<file path="config.mk">
export PLATFORM = sky130hd
export DESIGN_NAME = argon_bus_router
export DESIGN_NICKNAME = d
export VERILOG_FILES = /design/src/rtl/argon_bus_router.sv
export SDC_FILE = /design/constraint.sdc
export NUM_CORES = 1
export LEC_CHECK = 0
export ABC_AREA = 1
export CORE_MARGIN = 2
export CORE_UTILIZATION = 42
export CTS_CLUSTER_SIZE = 14
export DETAILED_ROUTE_END_ITERATION = 8
export HOLD_SLACK_MARGIN = 0.05
export PLACE_DENSITY = 0.86
export REMOVE_ABC_BUFFERS = 1
export SETUP_SLACK_MARGIN = 0.1
export SKIP_CTS_REPAIR_TIMING = 1
export SLEW_MARGIN = 20
export SYNTH_ARGS = -nofsm -noshare
export SYNTH_HDL_FRONTEND = slang
export SYNTH_SLANG_ARGS = --single-unit
export TNS_END_PERCENT = 5
</file>
<file path="constraint.sdc">
create_clock -name i_Clk -period 3.5 [get_ports i_Clk]
set_input_delay 0.35 -clock i_Clk [delete_from_list [all_inputs] [get_ports i_Clk]]
set_output_delay 0.35 -clock i_Clk [all_outputs]
set_load 0.02 [all_outputs]
</file>
<file path="src/rtl/argon_bus_router.sv">
// Single-transfer bus router: fetch a word from one unit, deliver it to another,
// then report completion. One transfer in flight; minimum issue interval of 4 cycles.
module argon_bus_router #(
  parameter int N_UNITS = 4,
  parameter int DATA_W  = 16,
  parameter int CMD_W   = 4,
  parameter int TIMEOUT = 15,
  localparam int ID_W   = ($clog2(N_UNITS) > 1) ? $clog2(N_UNITS) : 1
) (
  input  logic                      i_Clk,
  input  logic                      i_Reset,
  input  logic                      i_req_valid,
  output logic                      o_req_ready,
  input  logic [ID_W-1:0]           i_src_id,
  input  logic [ID_W-1:0]           i_dst_id,
  input  logic [CMD_W-1:0]          i_src_cmd,
  input  logic [CMD_W-1:0]          i_dst_cmd,
  output logic [N_UNITS*CMD_W-1:0]  o_unit_cmd,
  input  logic [N_UNITS*DATA_W-1:0] i_unit_o_data,
  input  logic [N_UNITS-1:0]        i_unit_o_valid,
  output logic [DATA_W-1:0]         o_unit_i_data,
  output logic [N_UNITS-1:0]        o_unit_i_valid,
  output logic                      o_done,
  output logic                      o_error,
  output logic [DATA_W-1:0]         o_data,
  output logic                      o_busy
);

  typedef enum logic [1:0] {IDLE, FETCH, DELIVER, RESP} state_t;

  state_t             state, state_nx;
  logic [7:0]         cnt, cnt_nx;
  logic [DATA_W-1:0]  hold, hold_nx;
  logic               err, err_nx;
  logic [ID_W-1:0]    src_r, dst_r;
  logic [CMD_W-1:0]   src_cmd_r, dst_cmd_r;
  logic               accept, bad_id;
  logic               src_valid;
  logic [DATA_W-1:0]  src_data;

  assign accept = (state == IDLE) && i_req_valid;
  assign bad_id = (int'(i_src_id) >= N_UNITS) || (int'(i_dst_id) >= N_UNITS);

  always_comb begin
    src_valid = 1'b0;
    src_data  = '0;
    for (int u = 0; u < N_UNITS; u++) begin
      if (ID_W'(u) == src_r) begin
        src_valid = i_unit_o_valid[u];
        src_data  = i_unit_o_data[u*DATA_W +: DATA_W];
      end else begin
        src_valid = src_valid;
        src_data  = src_data;
      end
    end
  end

  // A valid seen on the cycle the counter hits TIMEOUT takes priority over the timeout.
  always_comb begin
    state_nx = state;
    cnt_nx   = cnt;
    hold_nx  = hold;
    err_nx   = err;
    case (state)
      IDLE: begin
        if (i_req_valid) begin
          if (bad_id) begin
            state_nx = RESP;
            err_nx   = 1'b1;
          end else begin
            state_nx = FETCH;
            cnt_nx   = 8'd0;
            err_nx   = 1'b0;
          end
        end else begin
          state_nx = IDLE;
        end
      end
      FETCH: begin
        if (src_valid) begin
          hold_nx  = src_data;
          state_nx = DELIVER;
        end else if (cnt == 8'(TIMEOUT)) begin
          state_nx = RESP;
          err_nx   = 1'b1;
        end else begin
          cnt_nx = cnt + 8'd1;
        end
      end
      DELIVER: begin
        state_nx = RESP;
        err_nx   = 1'b0;
      end
      RESP:    state_nx = IDLE;
      default: state_nx = IDLE;
    endcase
  end

  always_ff @(posedge i_Clk) begin
    if (i_Reset) begin
      state     <= IDLE;
      cnt       <= 8'd0;
      hold      <= '0;
      err       <= 1'b0;
      src_r     <= '0;
      dst_r     <= '0;
      src_cmd_r <= '0;
      dst_cmd_r <= '0;
    end else begin
      state <= state_nx;
      cnt   <= cnt_nx;
      hold  <= hold_nx;
      err   <= err_nx;
      if (accept) begin
        src_r     <= i_src_id;
        dst_r     <= i_dst_id;
        src_cmd_r <= i_src_cmd;
        dst_cmd_r <= i_dst_cmd;
      end
    end
  end

  // Unit-side outputs decode from registered state only, so they are glitch-free.
  always_comb begin
    o_unit_cmd     = '0;
    o_unit_i_valid = '0;
    o_unit_i_data  = '0;
    case (state)
      FETCH: begin
        for (int u = 0; u < N_UNITS; u++) begin
          o_unit_cmd[u*CMD_W +: CMD_W] = (ID_W'(u) == src_r) ? src_cmd_r : '0;
        end
      end
      DELIVER: begin
        o_unit_i_data = hold;
        for (int u = 0; u < N_UNITS; u++) begin
          o_unit_cmd[u*CMD_W +: CMD_W] = (ID_W'(u) == dst_r) ? dst_cmd_r : '0;
          o_unit_i_valid[u]            = (ID_W'(u) == dst_r);
        end
      end
      default: begin
        o_unit_cmd = '0;
      end
    endcase
  end

  assign o_req_ready = (state == IDLE);
  assign o_busy      = (state != IDLE);
  assign o_done      = (state == RESP);
  assign o_error     = (state == RESP) && err;
  assign o_data      = hold;

endmodule

</file>
==> flow_metrics.py <==
metrics = {
    "status": {
        "run_status": "complete, no violations",
    },
    "place": {
        "port_buffers": 138,
        "dp.cells": 628,
        "finalWeightedCongestion": 0.906,
        "postPlaceCellArea_um2": 3920,
        "hpwl_mm": 6.68,
    },
    "setup_path": {
        "crit_slowest_cell": "sky130_fd_sc_hd__clkdlybuf4s50_1",
        "crit_required_ns": 3.15,
        "path_cells": "inv_1, ha_1, inv_1, nor3_1, nand2_1, a21oi_1, clkdlybuf4s50_1",
        "critical_path.most_common_cell": "sky130_fd_sc_hd__inv_1",
        "cp_slowest_stage_delay_ns": 0.64,
        "critPathKind": "reg2out",
        "arrival_ns": 2.45,
        "crit_path_start_kind": "flip-flop",
        "crit_fanout": 5,
        "endpoint_kind": "output port",
        "crit-reg2reg-launch": "src_r[1]",
        "timing.critical_path.from": "state[0]",
    },
    "power": {
        "power_frac_comb": 0.553,
        "power_density_of_the_placed_cells_nw_per_um2": 521,
        "power_frac_seq": 0.315,
        "p_clk_frac": 0.132,
        "ir_worst_vdd_mv": 0.268,
        "power.internal_uw": 1140,
        "power_uw": 2080,
        "switching_power_uw": 944,
        "power.switching_fraction": 0.453,
        "total_leakage_power_uw": 0.00166,
    },
    "sta": {
        "unrepaired_setup_endpoints_after_global_routing": "no",
        "period_needed_ns": 2.80,
        "setup_failing_eps_final": 0,
        "timing.final.crit_share": 0.799,
        "totalNegativeSetupSlack_ns": 0,
        "max-slew-margin-rel": 0.440,
        "worst_clock_skew_ns": 0.00523,
        "final-max-slew-violation-count": 0,
        "maxClockFrequency_ghz": 0.358,
        "tightestPinTransition_ns": 0.837,
        "final_hold_viol_count": 0,
    },
    "detailed_routing": {
        "wire_per_inst_um": 13.7,
        "totalWireLength_mm": 8.72,
        "detailedRoute.firstIterationViolations": 189,
        "avgViaCountPerCell": 4.98,
        "antenna_violating_nets_post_route": 0,
        "drt_pre_antenna_iters": 4,
        "dr_total_vias": 3156,
        "drcViolationCount": 0,
    },
    "synthesis": {
        "netlist_top_cells_area": "sky130_fd_sc_hd__dfxtp_1 (31%), sky130_fd_sc_hd__nand2_1 (22%), sky130_fd_sc_hd__a21oi_1 (8.9%), sky130_fd_sc_hd__nor2_1 (8.0%), sky130_fd_sc_hd__nand3_1 (6.5%)",
        "synth_enable_flop_cells": 0,
        "synth_async_sr_flop_share": 0,
        "synth-seq-cells": 39,
        "synthesis.area_per_instance_um2": 5.86,
        "netlist_instances": 431,
        "synthesis.yosys.warnings": 0,
        "netlist_area_um2": 2530,
        "yosysUniqueCellTypes": 26,
        "synth_top_flop_cell": "sky130_fd_sc_hd__dfxtp_1",
        "synth_top_area_share": 0.309,
        "yosysTopAreaCell": "sky130_fd_sc_hd__dfxtp_1",
        "ys_seq_area_frac": 0.309,
    },
    "clock_tree": {
        "worst_setup_hold_path_clk_slew_ns": 0.07,
        "skew_pair_late_insertion_delay_ns": 0.28,
        "cts_buffers": 5,
        "tritoncts": "yes",
        "cts_buffer_depth": 2,
        "clock_sinks": 39,
        "h-tree-depth": 2,
        "clock-root-buffer": "sky130_fd_sc_hd__clkbuf_8",
    },
    "die": {
        "core_rows": 28,
        "floorplan_die_width_um": 81.6,
        "floorplan.initialDensity": 0.432,
        "die_footprint_um2": 6650,
        "core_area_um2": 5850,
        "ioPinCount": 139,
        "die-height_um": 81.6,
    },
    "run": {
        "drv_cap": 0,
    },
    "min_path": {
        "timing.hold.worst.class": "reg2reg",
        "hold_path.startpoint": "err",
    },
    "global_routing": {
        "grt_antenna_before_repair": 0,
        "grt_usage": 0.245,
        "first_global_vias": 2776,
        "grt_first_pass_wirelength_mm": 12.7,
        "grt-ovfl-total": 0,
        "grt_max_degree": 33,
    },
    "finish": {
        "fillers": 522,
        "multiInputGateArea_um2": 1470,
        "final-instance-count-excl-fill": 634,
        "area_growth_from_synthesis_to_layout_pct": 58.1,
        "antenna-diode-count": 0,
        "design_area_um2": 3990,
        "design.final.nets": 648,
        "layout_cells_sized_above_1": 0.0286,
        "register_area_um2": 781,
    },
}
## layer usage
metal | track usage | up-vias | share of wire
li1 | - | 1615 | -
met1 | 0.299 | 1426 | 0.43
met2 | 0.426 | 100 | 0.50
met3 | 0.0484 | 15 | 0.051
met4 | 0.0881 | 0 | 0.018
met5 | 0 | - | 0
## cells by family after synthesis
family | Yosys count | synth area share
xor+xnor | 1 | 0.00347
buf+inv | 62 | 0.107
fa+ha+maj | 5 | 0.0248
flops | 39 | 0.309
compound gates | 77 | 0.159
simple gates | 247 | 0.396
## power by group through the flow
stage	clock (µW)	sequential, µW	combinational (µW)
detailed placement	0	661	1150
finish	276	655	1150
global route	306	668	1260
global placement	0	653	1130
floorplan	0	704	611
CTS	284	652	1150
## worst max-delay path, delay by kind of cell (launching register included)
kind	cells	cell delay (ns)
AO/OA/AOI/OAI	1	0.18
adder cells (fa/ha/maj)	1	0.17
buffers and inverters	3	0.82
flip-flops	1	0.35
AND/OR/NAND/NOR	2	0.65
## path summary, 6_finish.rpt
check / to / slack (ns) / depth (start not counted)
setup / recovery: o_unit_cmd[6] / 0.70 / 7
hold / removal: err / 0.49 / 2
setup reg to reg: o_data[13] / 1.37 / 8
hold reg to reg: err / 0.49 / 2
## cell type report
| cell class | count | share of cell area |
|---|---|---|
| repair buffers | 143 | 0.355 |
| clock buffers | 6 | 0.0182 |
| multi-input cells | 330 | 0.369 |
| well taps | 75 | 0.0235 |
| flip-flops and latches | 39 | 0.195 |
| inverters | 41 | 0.0385 |
## placed cells by master, fill, tap and decap left out
cell                              netlist  layout
sky130_fd_sc_hd__clkinv_1               1       1
sky130_fd_sc_hd__nand2_1              149     149
sky130_fd_sc_hd__clkbuf_1               7       1
sky130_fd_sc_hd__inv_2                  2       2
sky130_fd_sc_hd__o31ai_1                1       1
sky130_fd_sc_hd__or2_1                  1       1
sky130_fd_sc_hd__nand3_1               33      33
sky130_fd_sc_hd__clkdlybuf4s50_1        0     138
sky130_fd_sc_hd__nand2_4                1       1
sky130_fd_sc_hd__o21ai_0               13      13
sky130_fd_sc_hd__a21oi_1               45      45
sky130_fd_sc_hd__ha_1                   5       5
sky130_fd_sc_hd__a21oi_4                1       1
sky130_fd_sc_hd__nand2_2                1       1
sky130_fd_sc_hd__clkbuf_8               0       5
sky130_fd_sc_hd__nor3_1                 5       5
sky130_fd_sc_hd__o21ai_1               16      16
sky130_fd_sc_hd__xor2_1                 1       1
sky130_fd_sc_hd__buf_4                  2       5
sky130_fd_sc_hd__inv_1                 38      38
sky130_fd_sc_hd__nand3_2                1       1
sky130_fd_sc_hd__dfxtp_1               39      39
sky130_fd_sc_hd__nor3b_1                2       2
sky130_fd_sc_hd__nor2_1                54      54
sky130_fd_sc_hd__o21bai_1               1       1
## state kept, by name, summed over array words and instances (netlist names)
signal and cells:
src_r 2, state 2, dst_r 2, err 1, dst_cmd_r 4, cnt 8, o_data 16, src_cmd_r 4
## cell usage after synthesis (3+ instances only)
master and number:
sky130_fd_sc_hd__nand2_1 149, sky130_fd_sc_hd__nor2_1 54, sky130_fd_sc_hd__a21oi_1 45, sky130_fd_sc_hd__dfxtp_1 39, sky130_fd_sc_hd__inv_1 38, sky130_fd_sc_hd__nand3_1 33, sky130_fd_sc_hd__o21ai_1 16, sky130_fd_sc_hd__o21ai_0 13
sky130_fd_sc_hd__buf_2 7, sky130_fd_sc_hd__clkbuf_1 7, sky130_fd_sc_hd__ha_1 5, sky130_fd_sc_hd__nor3_1 5, sky130_fd_sc_hd__buf_6 3
## stage by stage
stage	hold slack [ns]	utilization	setup slack (ns)
after floorplan	0.419	-	1.05
after global placement	0.464	0.670	1.13
after detailed placement	0.473	0.670	1.11
after CTS	0.484	0.683	0.779
after global routing	0.527	0.683	0.647
final	0.486	0.683	0.703
(Power assumes the default switching activity.)
